File: src/rtl/decode_queue.sv
// decode_queue: decodes RV32 instructions when they are accepted and buffers the
// decoded fields (not the raw bits) in a DEPTH-entry circular FIFO.
module decode_queue #(
  parameter int unsigned XLEN      = 32,
  parameter int unsigned PC_WIDTH  = 6,
  parameter int unsigned DEPTH     = 4,
  parameter int unsigned CNT_WIDTH = 8
) (
  input  logic                 clk,
  input  logic                 rst_n,
  input  logic                 in_valid_i,
  output logic                 in_ready_o,
  input  logic [31:0]          instr_i,
  input  logic [PC_WIDTH-1:0]  pc_i,
  input  logic                 flush_i,
  output logic                 out_valid_o,
  input  logic                 out_ready_i,
  output logic [2:0]           op_type_o,
  output logic [3:0]           alu_op_o,
  output logic [6:0]           opcode_o,
  output logic [2:0]           funct3_o,
  output logic [4:0]           rd_o,
  output logic [4:0]           rs1_o,
  output logic [4:0]           rs2_o,
  output logic [XLEN-1:0]      imm_o,
  output logic [PC_WIDTH-1:0]  pc_o,
  output logic                 illegal_o,
  output logic [CNT_WIDTH-1:0] illegal_cnt_o
);

  localparam int unsigned PtrW = (DEPTH > 1) ? $clog2(DEPTH) : 1;
  localparam int unsigned CntW = $clog2(DEPTH + 1);
  localparam logic [PtrW-1:0] PtrMax  = PtrW'(DEPTH - 1);
  localparam logic [CntW-1:0] CntFull = CntW'(DEPTH);

  // Opcodes
  localparam logic [6:0] OpcOp     = 7'b0110011;
  localparam logic [6:0] OpcOpFp   = 7'b1010011;
  localparam logic [6:0] OpcMadd   = 7'b1000011;
  localparam logic [6:0] OpcMsub   = 7'b1000111;
  localparam logic [6:0] OpcNmsub  = 7'b1001011;
  localparam logic [6:0] OpcNmadd  = 7'b1001111;
  localparam logic [6:0] OpcOpImm  = 7'b0010011;
  localparam logic [6:0] OpcJalr   = 7'b1100111;
  localparam logic [6:0] OpcLoad   = 7'b0000011;
  localparam logic [6:0] OpcLoadFp = 7'b0000111;
  localparam logic [6:0] OpcStore  = 7'b0100011;
  localparam logic [6:0] OpcStFp   = 7'b0100111;
  localparam logic [6:0] OpcBranch = 7'b1100011;
  localparam logic [6:0] OpcAuipc  = 7'b0010111;
  localparam logic [6:0] OpcLui    = 7'b0110111;
  localparam logic [6:0] OpcJal    = 7'b1101111;
  localparam logic [6:0] OpcSystem = 7'b1110011;

  // Format types
  localparam logic [2:0] TypeR   = 3'd0;
  localparam logic [2:0] TypeI   = 3'd1;
  localparam logic [2:0] TypeS   = 3'd2;
  localparam logic [2:0] TypeB   = 3'd3;
  localparam logic [2:0] TypeU   = 3'd4;
  localparam logic [2:0] TypeJ   = 3'd5;
  localparam logic [2:0] TypeSys = 3'd6;

  // ALU operations
  localparam logic [3:0] AluSll  = 4'd0;
  localparam logic [3:0] AluSrl  = 4'd1;
  localparam logic [3:0] AluSra  = 4'd2;
  localparam logic [3:0] AluAdd  = 4'd3;
  localparam logic [3:0] AluSub  = 4'd4;
  localparam logic [3:0] AluLui  = 4'd5;
  localparam logic [3:0] AluXor  = 4'd6;
  localparam logic [3:0] AluOr   = 4'd7;
  localparam logic [3:0] AluAnd  = 4'd8;
  localparam logic [3:0] AluSlt  = 4'd9;
  localparam logic [3:0] AluSltu = 4'd10;
  localparam logic [3:0] AluLw   = 4'd11;
  localparam logic [3:0] AluSw   = 4'd12;

  // Decode of the incoming instruction
  logic [6:0]      opcode;
  logic [2:0]      funct3;
  logic [2:0]      dec_type;
  logic [3:0]      dec_alu;
  logic            dec_illegal;
  logic [31:0]     imm32;
  logic [XLEN-1:0] dec_imm;

  assign opcode = instr_i[6:0];
  assign funct3 = instr_i[14:12];

  // Classify the opcode into a format type and flag anything unrecognised.
  always_comb begin
    dec_type    = TypeSys;
    dec_illegal = 1'b0;
    unique case (opcode)
      OpcOp, OpcOpFp, OpcMadd, OpcMsub, OpcNmsub, OpcNmadd: dec_type = TypeR;
      OpcOpImm, OpcJalr, OpcLoad, OpcLoadFp:                dec_type = TypeI;
      OpcStore, OpcStFp:                                    dec_type = TypeS;
      OpcBranch:                                            dec_type = TypeB;
      OpcAuipc, OpcLui:                                     dec_type = TypeU;
      OpcJal:                                               dec_type = TypeJ;
      OpcSystem:                                            dec_type = TypeSys;
      default:                                              dec_illegal = 1'b1;
    endcase
    // Compressed or otherwise non-32-bit encodings are never legal here.
    if (instr_i[1:0] != 2'b11) begin
      dec_illegal = 1'b1;
      dec_type    = TypeSys;
    end
  end

  // Select the ALU operation from opcode, funct3 and instr[30].
  always_comb begin
    dec_alu = AluAdd;
    unique case (opcode)
      OpcOp, OpcOpImm: begin
        unique case (funct3)
          3'b000:  dec_alu = (opcode == OpcOp && instr_i[30]) ? AluSub : AluAdd;
          3'b001:  dec_alu = AluSll;
          3'b010:  dec_alu = AluSlt;
          3'b011:  dec_alu = AluSltu;
          3'b100:  dec_alu = AluXor;
          3'b101:  dec_alu = instr_i[30] ? AluSra : AluSrl;
          3'b110:  dec_alu = AluOr;
          default: dec_alu = AluAnd;
        endcase
      end
      OpcLoad:  dec_alu = AluLw;
      OpcStore: dec_alu = AluSw;
      OpcLui:   dec_alu = AluLui;
      default:  dec_alu = AluAdd;
    endcase
  end

  // Assemble the 32-bit immediate for the decoded format; R and SYS carry none.
  always_comb begin
    imm32 = '0;
    unique case (dec_type)
      TypeI:   imm32 = {{20{instr_i[31]}}, instr_i[31:20]};
      TypeS:   imm32 = {{20{instr_i[31]}}, instr_i[31:25], instr_i[11:7]};
      TypeB:   imm32 = {{19{instr_i[31]}}, instr_i[31], instr_i[7], instr_i[30:25],
                        instr_i[11:8], 1'b0};
      TypeU:   imm32 = {instr_i[31:12], 12'b0};
      TypeJ:   imm32 = {{11{instr_i[31]}}, instr_i[31], instr_i[19:12], instr_i[20],
                        instr_i[30:21], 1'b0};
      default: imm32 = '0;
    endcase
  end

  assign dec_imm = XLEN'($signed(imm32));

  // Queue control
  logic                 push;
  logic                 pop;
  logic [PtrW-1:0]      wr_ptr_q, wr_ptr_d;
  logic [PtrW-1:0]      rd_ptr_q, rd_ptr_d;
  logic [CntW-1:0]      count_q, count_d;
  logic [CNT_WIDTH-1:0] illegal_cnt_q, illegal_cnt_d;

  // Decoded-entry storage; contents only matter while counted as occupied.
  logic [2:0]          type_mem    [DEPTH];
  logic [3:0]          alu_mem     [DEPTH];
  logic [6:0]          opcode_mem  [DEPTH];
  logic [2:0]          funct3_mem  [DEPTH];
  logic [4:0]          rd_mem      [DEPTH];
  logic [4:0]          rs1_mem     [DEPTH];
  logic [4:0]          rs2_mem     [DEPTH];
  logic [XLEN-1:0]     imm_mem     [DEPTH];
  logic [PC_WIDTH-1:0] pc_mem      [DEPTH];
  logic                illegal_mem [DEPTH];

  function automatic logic [PtrW-1:0] ptr_inc(input logic [PtrW-1:0] ptr);
    return (ptr == PtrMax) ? '0 : ptr + PtrW'(1);
  endfunction

  assign in_ready_o  = (count_q < CntFull);
  assign out_valid_o = (count_q != '0);
  assign push        = in_valid_i && in_ready_o && !flush_i;
  assign pop         = out_valid_o && out_ready_i && !flush_i;

  // Next-state for pointers, occupancy and the saturating illegal counter.
  always_comb begin
    wr_ptr_d      = wr_ptr_q;
    rd_ptr_d      = rd_ptr_q;
    count_d       = count_q;
    illegal_cnt_d = illegal_cnt_q;
    if (flush_i) begin
      wr_ptr_d = '0;
      rd_ptr_d = '0;
      count_d  = '0;
    end else begin
      if (push) wr_ptr_d = ptr_inc(wr_ptr_q);
      if (pop)  rd_ptr_d = ptr_inc(rd_ptr_q);
      unique case ({push, pop})
        2'b10:   count_d = count_q + CntW'(1);
        2'b01:   count_d = count_q - CntW'(1);
        default: count_d = count_q;
      endcase
    end
    if (push && dec_illegal && (illegal_cnt_q != '1)) begin
      illegal_cnt_d = illegal_cnt_q + CNT_WIDTH'(1);
    end
  end

  // Control state with synchronous active-low reset.
  always_ff @(posedge clk) begin
    if (!rst_n) begin
      wr_ptr_q      <= '0;
      rd_ptr_q      <= '0;
      count_q       <= '0;
      illegal_cnt_q <= '0;
    end else begin
      wr_ptr_q      <= wr_ptr_d;
      rd_ptr_q      <= rd_ptr_d;
      count_q       <= count_d;
      illegal_cnt_q <= illegal_cnt_d;
    end
  end

  // Write the decoded entry into the tail slot on an accepted push.
  always_ff @(posedge clk) begin
    if (push && rst_n) begin
      type_mem[wr_ptr_q]    <= dec_type;
      alu_mem[wr_ptr_q]     <= dec_alu;
      opcode_mem[wr_ptr_q]  <= opcode;
      funct3_mem[wr_ptr_q]  <= funct3;
      rd_mem[wr_ptr_q]      <= instr_i[11:7];
      rs1_mem[wr_ptr_q]     <= instr_i[19:15];
      rs2_mem[wr_ptr_q]     <= instr_i[24:20];
      imm_mem[wr_ptr_q]     <= dec_imm;
      pc_mem[wr_ptr_q]      <= pc_i;
      illegal_mem[wr_ptr_q] <= dec_illegal;
    end
  end

  // Present the head entry, forced to zero while the queue is empty.
  always_comb begin
    op_type_o = '0;
    alu_op_o  = '0;
    opcode_o  = '0;
    funct3_o  = '0;
    rd_o      = '0;
    rs1_o     = '0;
    rs2_o     = '0;
    imm_o     = '0;
    pc_o      = '0;
    illegal_o = 1'b0;
    if (out_valid_o) begin
      op_type_o = type_mem[rd_ptr_q];
      alu_op_o  = alu_mem[rd_ptr_q];
      opcode_o  = opcode_mem[rd_ptr_q];
      funct3_o  = funct3_mem[rd_ptr_q];
      rd_o      = rd_mem[rd_ptr_q];
      rs1_o     = rs1_mem[rd_ptr_q];
      rs2_o     = rs2_mem[rd_ptr_q];
      imm_o     = imm_mem[rd_ptr_q];
      pc_o      = pc_mem[rd_ptr_q];
      illegal_o = illegal_mem[rd_ptr_q];
    end
  end

  assign illegal_cnt_o = illegal_cnt_q;

endmodule

File: config.mk
export PLATFORM = sky130hd
export DESIGN_NAME = decode_queue
export DESIGN_NICKNAME = d
export VERILOG_FILES = /design/src/rtl/decode_queue.sv
export SDC_FILE = /design/constraint.sdc
export NUM_CORES = 1
export LEC_CHECK = 0
export ABC_AREA = 0
export BUFFER_PORTS_ARGS = -buffer_cell sky130_fd_sc_hd__buf_2
export CAP_MARGIN = 5
export CORE_MARGIN = 3
export CORE_UTILIZATION = 60
export CTS_CLUSTER_DIAMETER = 60
export CTS_CLUSTER_SIZE = 40
export DETAILED_ROUTE_END_ITERATION = 16
export PLACE_DENSITY_LB_ADDON = 0.25
export RECOVER_POWER = 25
export SLEW_MARGIN = 10
export SYNTH_ARGS = -nofsm -noshare
export SYNTH_HDL_FRONTEND = slang
export SYNTH_SLANG_ARGS = --single-unit
File: constraint.sdc
create_clock -name clk -period 7.5 [get_ports clk]
set_clock_uncertainty 0.15 [all_clocks]
set_input_delay 1.5 -clock clk [delete_from_list [all_inputs] [get_ports clk]]
set_output_delay 1.5 -clock clk [all_outputs]
set_load 0.01 [all_outputs]
==> results of run 1 <==
==> flip-flops by register name (all words and copies together), names as in the netlist, 12 cells and up, named ones only <==
register / cells
imm_mem: 128
opcode_mem: 28
pc_mem: 24
rd_mem: 20
rs1_mem: 20
rs2_mem: 20
alu_mem: 16
funct3_mem: 12
type_mem: 12
==> synthesized netlist by cell type, types with 2 or more instances <==
cell and count:
nor2b_1 2, nor3_1 5, a21o_1 21, nor4b_1 2
o211ai_1 4, or2_2 2, a21oi_1 20, or4_1 3
nand2_1 26, clkbuf_1 24, o31ai_1 3, nor2_1 19
mux4_2 71, inv_1 14, and2_1 78, buf_2 12
nand3_1 9, xor2_1 3, nand4_1 3, edfxtp_1 284
and3_1 6, nor3b_1 2, o21ai_0 16, nand2b_1 3
a31oi_1 3, ha_1 7, or3_1 5, dfxtp_1 17
==> report_power, final <==
group	internal, mW	total (mW)	switching, mW
Sequential	1.85	1.85	0.00713
Clock	0.473	1.04	0.566
Combinational	0.0549	0.143	0.0882
==> kinds of logic (layout without fill, tap and decap cells) <==
| family | count (synthesis) | count (layout) | share of synthesized area (%) |
|---|---|---|---|
| xor+xnor | 4 | 4 | 0.285 |
| fa+ha+maj | 8 | 8 | 0.876 |
| compound gates | 77 | 77 | 3.99 |
| buf+inv | 52 | 176 | 1.77 |
| flops | 301 | 301 | 72.2 |
| simple gates | 170 | 170 | 7.83 |
| other cells | 0 | 1 | 0 |
| mux | 71 | 71 | 13.0 |
==> metal layers <==
layer  routed length (µm)  share of wire, %  up-vias
met5                   13             0.051        -
met2                12900                51      263
met4                  411               1.6        2
met3                 1870               7.4       38
li1                     -                 -     2907
met1                10200                40     3374
==> metrics by stage <==
step | setup slack, ns | cell area [µm²] | instances
after detailed placement | 3.22 | 13100 | 1040
after global placement | 3.21 | 13100 | 1040
after global routing | 1.81 | 13700 | 1073
final | 2.14 | 13700 | 1073
after floorplan | 3.44 | 12300 | 683
after CTS | 2.65 | 13700 | 1072
==> cell type report <==
class | count | area [µm²] | area share, %
inverter | 14 | 52.6 | 0.384
multi-input combinational | 330 | 3200 | 23.4
timing repair buffer | 130 | 624 | 4.56
antenna | 1 | 2.50 | 0.0183
clock buffer | 18 | 450 | 3.29
sequential | 301 | 8880 | 64.8
tap | 265 | 332 | 2.42
clock inverter | 14 | 155 | 1.13
==> path summary, 6_finish.rpt <==
kind              depth (start not counted)    endpoint
setup reg to reg                         10  count_q[2]
hold reg to reg                           2        flop
setup / recovery                          4   imm_o[16]
hold / removal                            2        flop
==> tightest hold or removal path, delay by kind of cell, from the launching register on <==
| kind | cells | cell delay [ns] |
|---|---|---|
| AO/OA/AOI/OAI | 1 | 0.07 |
| AND/OR/NAND/NOR | 1 | 0.05 |
| flip-flops | 1 | 0.33 |
==> out/metrics.cfg, run 1 <==
[grt]
grtUsageMet1_pct = 32.3
overflow = 0
antenna_found_initial = 2
grt_use_total_pct = 23.3
grt_pass1_wl_um = 39400
first_global_vias = 6995
grt_max_degree = 75
gr-max-usage-layer = met2
grt_use_met3_pct = 4.68
grt_use_met2_pct = 39.2

[power_and_ir_drop]
p_leak_nw = 4.61
powerDensity_mw_per_mm2 = 222
p_total_mw = 3.03
vdd_drop_max_v = 0.000226

[worst_setup_path]
crit_path_start_kind = flop
crit_type = flop to output port
slowest_stage = clkbuf_1
crit_fanout = 74
critPathTopFamily = buffers and inverters
critPathBufInv = 2
crit_path_start = count_q[2]
r2r_start = count_q[2]
cp.arrival_ns = 3.71
worstSetupEndpointType = output port
crit_path_max_incr_delay_ns = 2.07
reg2reg_slack_ns = 2.81
cp_data_required_time_ns = 5.85
crit_chain = or3_2 > clkbuf_1 > and2_1 > buf_2

[final_layout]
post-route-util_pct = 69.2
final_cell_mix = 284 x edfxtp_1, 91 x buf_2, 78 x and2_1
final_common_cell = edfxtp_1
fill_cells = 1349
nets = 846
area_growth_syn_to_layout_pct = 11.5
drive_gt1_share_pct = 25.9

[detailed_routing]
viasPerCell = 6.14
wl_per_cell_um = 23.6
detail-route-antenna-nets = 0
drt_iter0_drc = 498
drt-pass1-iter-count = 5
drcViolationCount = 0
routed-via-count = 6584
totalWireLength_um = 25400

[yosys]
ys_seq_area_share_pct = 72.2
synth_edf_count = 284
yosysTopAreaCell = edfxtp_1
synth_warnings = 0
synthFlopType = edfxtp_1
syn_avg_cell_area_um2 = 18.0
synth_area_leaders = edfxtp_1 69%, mux4_2 13%, and2_1 4.0%
ys_seq_elements = 301
netlist.area_leader.share_pct = 69.5
synth_cell_type_count = 47
async_flop_share_pct = 0
syn_area_mm2 = 0.0123
postSynthCellCount = 683
syn_nets = 734

[placed_design]
gp_congestion = 0.769
hpwl_um = 15300
port_buffers = 123

[flow_run]
drv_cap = 1

[outcome]
violations = max-capacitance violations, max-slew violations
outcome = finished with violations

[timing]
slew_viol_final = 75
setup_violations = 0
clock.fmax_ghz = 0.187
hold_viol = 0
setup-tns-final_ns = 0
fin_crit_sh_pct = 71.4
finalCriticalPeriod_ns = 5.36
holdWs_ns = 0.335
relSlewSlack_pct = -97.2
rsz0062_at_grt = no
tightest_slew_ns = 2.96

[floorplanning]
std_cell_rows = 51
dieArea_mm2 = 0.0222
io_pins = 124
fp.dieH_um = 149
initial_utilization_pct = 62.1
die_w_um = 149
core_region_area_mm2 = 0.0198

[clock_tree]
cts_made_buffers = 18
cts_tree = yes
cts_buffer_depth = 3
cts_max_level = 1
post_cts_buffers = 0
cts_sinks = 301
cts_resized = 0
clkLatencyLatePin_ns = 0.51
cts_hold_buf = 0
clk_pin_slew_ns = 0.10
root_buffer = clkbuf_16

[worst_hold_path]
hold_path.class = flop to flop
worstHoldStart = rd_ptr_q[1]

No activity file was read; power rests on OpenSTA's default activity.
==> inputs of run 2 (changes only) <==
--- a/config.mk
+++ b/config.mk
@@ -9,7 +9,7 @@
 export BUFFER_PORTS_ARGS = -buffer_cell sky130_fd_sc_hd__buf_2
 export CAP_MARGIN = 5
 export CORE_MARGIN = 3
-export CORE_UTILIZATION = 60
+export CORE_UTILIZATION = 59
 export CTS_CLUSTER_DIAMETER = 60
 export CTS_CLUSTER_SIZE = 40
 export DETAILED_ROUTE_END_ITERATION = 16
==> constraint.sdc (replaced) <==
create_clock -name clk -period 5.4 [get_ports clk]
set_clock_uncertainty 0.15 [all_clocks]
set_input_delay 1.08 -clock clk [delete_from_list [all_inputs] [get_ports clk]]
set_output_delay 1.08 -clock clk [all_outputs]
set_load 0.01 [all_outputs]
==> out/metrics.cfg, run 2 (same netlist as run 1, synthesis figures left out) <==
[outcome]
outcome = complete, no violations

[placed_design]
gp_congestion = 0.803
port_buffers = 123
place_area_mm2 = 0.0131
hpwl_um = 14600

[timing]
setup_violations = 0
relSlewSlack_pct = 25.3
holdWs_ns = 0.351
setup-tns-final_ns = 0
clock.fmax_ghz = 0.259
tightest_slew_ns = 1.12
hold_viol = 0
rsz0062_at_grt = no
finalCriticalPeriod_ns = 3.86
slew_viol_final = 0
fin_crit_sh_pct = 71.5

[flow_run]
drv_cap = 0

[floorplanning]
initial_utilization_pct = 60.3
core_region_area_mm2 = 0.0204
dieArea_mm2 = 0.0226
std_cell_rows = 52
die_w_um = 150
fp.dieH_um = 150
io_pins = 124

[worst_setup_path]
crit_path_start_kind = flop
cp_data_required_time_ns = 4.17
crit_chain = buf_12 > mux4_2 > and2_1 > buf_2
critPathTopFamily = flip-flops
slowest_stage = dfxtp_4
cp.arrival_ns = 2.63
critPathBufInv = 2
crit_type = flop to output port
worstSetupEndpointType = output port
crit_path_max_incr_delay_ns = 0.85
crit_fanout = 37

[grt]
grt_pass1_wl_um = 37300
antenna_found_initial = 1
first_global_vias = 6610
overflow = 0
grt_use_total_pct = 21.5
grt_max_degree = 75

[power_and_ir_drop]
p_total_mw = 4.14
powerDensity_mw_per_mm2 = 304
vdd_drop_max_v = 0.000218
p_leak_nw = 4.54

[worst_hold_path]
hold_path.class = flop to flop

[detailed_routing]
wl_per_cell_um = 22.4
drt-pass1-iter-count = 5
drcViolationCount = 0
routed-via-count = 6467
viasPerCell = 6.06
detail-route-antenna-nets = 0
drt_iter0_drc = 529
totalWireLength_um = 23900

[final_layout]
fill_cells = 1336
nets = 839
stdcell_area_mm2 = 0.0136
largest_register_ff_count = 128
top_regs = imm_mem x128, opcode_mem x28, pc_mem x24
diodes = 0
final_common_cell = edfxtp_1
drive_gt1_share_pct = 24.3
largest-register = imm_mem
area_growth_syn_to_layout_pct = 10.8
final_cell_mix = 284 x edfxtp_1, 86 x buf_2, 78 x and2_1

[clock_tree]
cts_made_buffers = 16
post_cts_buffers = 0
cts_max_level = 1
cts_tree = yes
cts_resized = 0
clk_pin_slew_ns = 0.09
clkLatencyLatePin_ns = 0.49
cts_buffer_depth = 3
cts_hold_buf = 0
root_buffer = clkbuf_16
cts_sinks = 301

run 2: worst paths after layout:
check / slack (ns) / end / cells past startpoint / from
setup / recovery: 1.54 / imm_o[31] / 4 / flop
hold / removal: 0.35 / flop / 2 / rd_ptr_q[1]
setup reg to reg: 2.48 / count_q[2] / 10 / count_q[2]
hold reg to reg: 0.35 / flop / 2 / rd_ptr_q[1]
run 2: cell type report:
cell class                 instances  area [µm²]  share of cell area [%]
timing repair buffer             125         597                    4.39
inverter                          14        52.6                   0.386
clock buffer                      18         429                    3.15
clock inverter                     9         105                   0.772
multi-input combinational        330        3210                    23.6
sequential                       301        8880                    65.2
tap                              270         338                    2.48
run 2: per-layer routing:
metal  vias to the layer above  wire length [µm]  track usage (%)  share of wire (%)
met3                        39              1830             4.33                7.7
met1                      3274              9380             29.8                 39
met5                         -                 7                0              0.029
met2                       267             12200             36.2                 51
li1                       2885                 -                -                  -
met4                         2               413             4.71                1.7
run 2: worst reg2reg max path: stages (launching register included):
cell     delay [ns]
dfxtp_1        0.41
or3_2          0.14
buf_4          0.52
nand2_1        0.24
nor2_1         0.14
ha_1           0.19
inv_1          0.06
fa_1           0.37
xor2_1         0.16
or3_1          0.32
a21oi_1        0.15
run 2: power by group:
group | switching (mW) | internal, mW | total [mW]
registers | 0.00930 | 2.56 | 2.57
logic | 0.119 | 0.0752 | 0.194
clock network | 0.720 | 0.650 | 1.37
run 2: stage by stage:
stage / setup slack (ns) / util (%) / instances
after detailed placement: 1.96 / 64.5 / 1040
after global placement: 1.98 / 64.5 / 1040
after CTS: 1.42 / 67.1 / 1067
final: 1.54 / 66.8 / 1067
after global routing: 1.28 / 66.8 / 1067
after floorplan: 1.76 / - / 683
==> inputs of run 3 (changes only) <==
--- a/config.mk
+++ b/config.mk
@@ -9,7 +9,7 @@
 export BUFFER_PORTS_ARGS = -buffer_cell sky130_fd_sc_hd__buf_2
 export CAP_MARGIN = 5
 export CORE_MARGIN = 3
-export CORE_UTILIZATION = 59
+export CORE_UTILIZATION = 53
 export CTS_CLUSTER_DIAMETER = 60
 export CTS_CLUSTER_SIZE = 40
 export DETAILED_ROUTE_END_ITERATION = 16
==> constraint.sdc (replaced) <==
create_clock -name clk -period 3.2 [get_ports clk]
set_clock_uncertainty 0.15 [all_clocks]
set_input_delay 0.64 -clock clk [delete_from_list [all_inputs] [get_ports clk]]
set_output_delay 0.64 -clock clk [all_outputs]
set_load 0.01 [all_outputs]
==> out/metrics.cfg, run 3 (same netlist as run 1, synthesis figures left out) <==
[timing]
holdWs_ns = 0.222
setup_violations = 0
fin_crit_sh_pct = 94.9
tightest_slew_ns = 1.21
hold_viol = 0
slew_viol_final = 0
clock.fmax_ghz = 0.329
rsz0062_at_grt = no
relSlewSlack_pct = 19.1
setup-tns-final_ns = 0
finalCriticalPeriod_ns = 3.04
setup_ws_ns = 0.162

[power_and_ir_drop]
vdd_drop_max_v = 0.000361
powerDensity_mw_per_mm2 = 538
p_total_mw = 7.56
p_leak_nw = 4.76

[grt]
grt_use_total_pct = 20.5
antenna_found_initial = 2
overflow = 0
grt_pass1_wl_um = 38800
grt_max_degree = 41
first_global_vias = 6754

[final_layout]
final_common_cell = edfxtp_1
largest_register_ff_count = 128
multi_input_area_mm2 = 0.00320
final-instance-count-excl-fill = 1106
area_growth_syn_to_layout_pct = 14.5
post-route-util_pct = 61.9
largest-register = imm_mem
stdcell_area_mm2 = 0.0141
nets = 858
top_regs = imm_mem x128, opcode_mem x28, pc_mem x24
seq_area_mm2 = 0.00888
drive_gt1_share_pct = 27.2
fill_cells = 1663
diodes = 0
final_cell_mix = 284 x edfxtp_1, 92 x buf_2, 78 x and2_1

[clock_tree]
cts_sinks = 301
cts_hold_buf = 0
cts_tree = yes
clk_pin_slew_ns = 0.10
root_buffer = clkbuf_16
cts_max_level = 1
cts_buffer_depth = 3
clkLatencyLatePin_ns = 0.51
post_cts_buffers = 0
cts_resized = 0
cts_made_buffers = 20

[worst_setup_path]
crit_path_start_kind = flop
cp.arrival_ns = 2.25
cp_data_required_time_ns = 2.41
crit_fanout = 25
crit_type = flop to output port
worstSetupEndpointType = output port

[floorplanning]
fp.dieH_um = 158
core_region_area_mm2 = 0.0227
dieArea_mm2 = 0.0250
die_w_um = 158
io_pins = 124
std_cell_rows = 55
initial_utilization_pct = 54.1

[flow_run]
drv_cap = 0

[placed_design]
port_buffers = 123
place_inst = 1070
dpl_worst_slack_ns = 0.423
hpwl_um = 16100
place_area_mm2 = 0.0134
gp_congestion = 0.798

[detailed_routing]
viasPerCell = 5.97
drt_iter0_drc = 519
totalWireLength_um = 25200
wl_per_cell_um = 22.8
drcViolationCount = 0
drt-pass1-iter-count = 5
detail-route-antenna-nets = 0
routed-via-count = 6608

[outcome]
outcome = complete, no violations

[worst_hold_path]
hold_path.class = primary input to flop

==> run 3: worst paths after layout <==
check	to	cells after the start	slack [ns]	startpoint
worst max register to register	count_q[2]	9	0.43	count_q[2]
worst min-delay path	pc_mem[3][1]	1	0.22	pc_i[1]
worst max-delay path	imm_o[28]	4	0.16	flop
worst min register to register	flop	2	0.33	rd_ptr_q[1]
==> run 3: worst max-delay path, stage by stage, from the launching register on <==
cell and delay, ns:
dfxtp_4 0.60, buf_12 0.29, mux4_2 0.54, and2_1 0.18
buf_2 0.14
==> run 3: power by group <==
group / internal [mW] / switching [mW] / leakage [nW]
logic: 0.134 / 0.207 / 1.76
clock network: 1.51 / 1.36 / 0.349
registers: 4.32 / 0.0137 / 2.66
==> run 3: per-layer routing <==
metal	GRT usage (%)	up-vias	wire [µm]
met5	0	-	29
met4	4.06	4	367
met3	3.42	31	1600
met2	35.4	224	13000
met1	28.0	3413	10200
li1	-	2936	-
==> run 3: area by class of cell <==
class / count / share of cell area, %
Clock buffer: 22 / 3.77
Clock inverter: 14 / 1.50
Inverter: 14 / 0.374
Multi-Input combinational cell: 330 / 22.8
Sequential cell: 301 / 63.1
Tap cell: 285 / 2.54
Timing Repair Buffer: 140 / 5.90
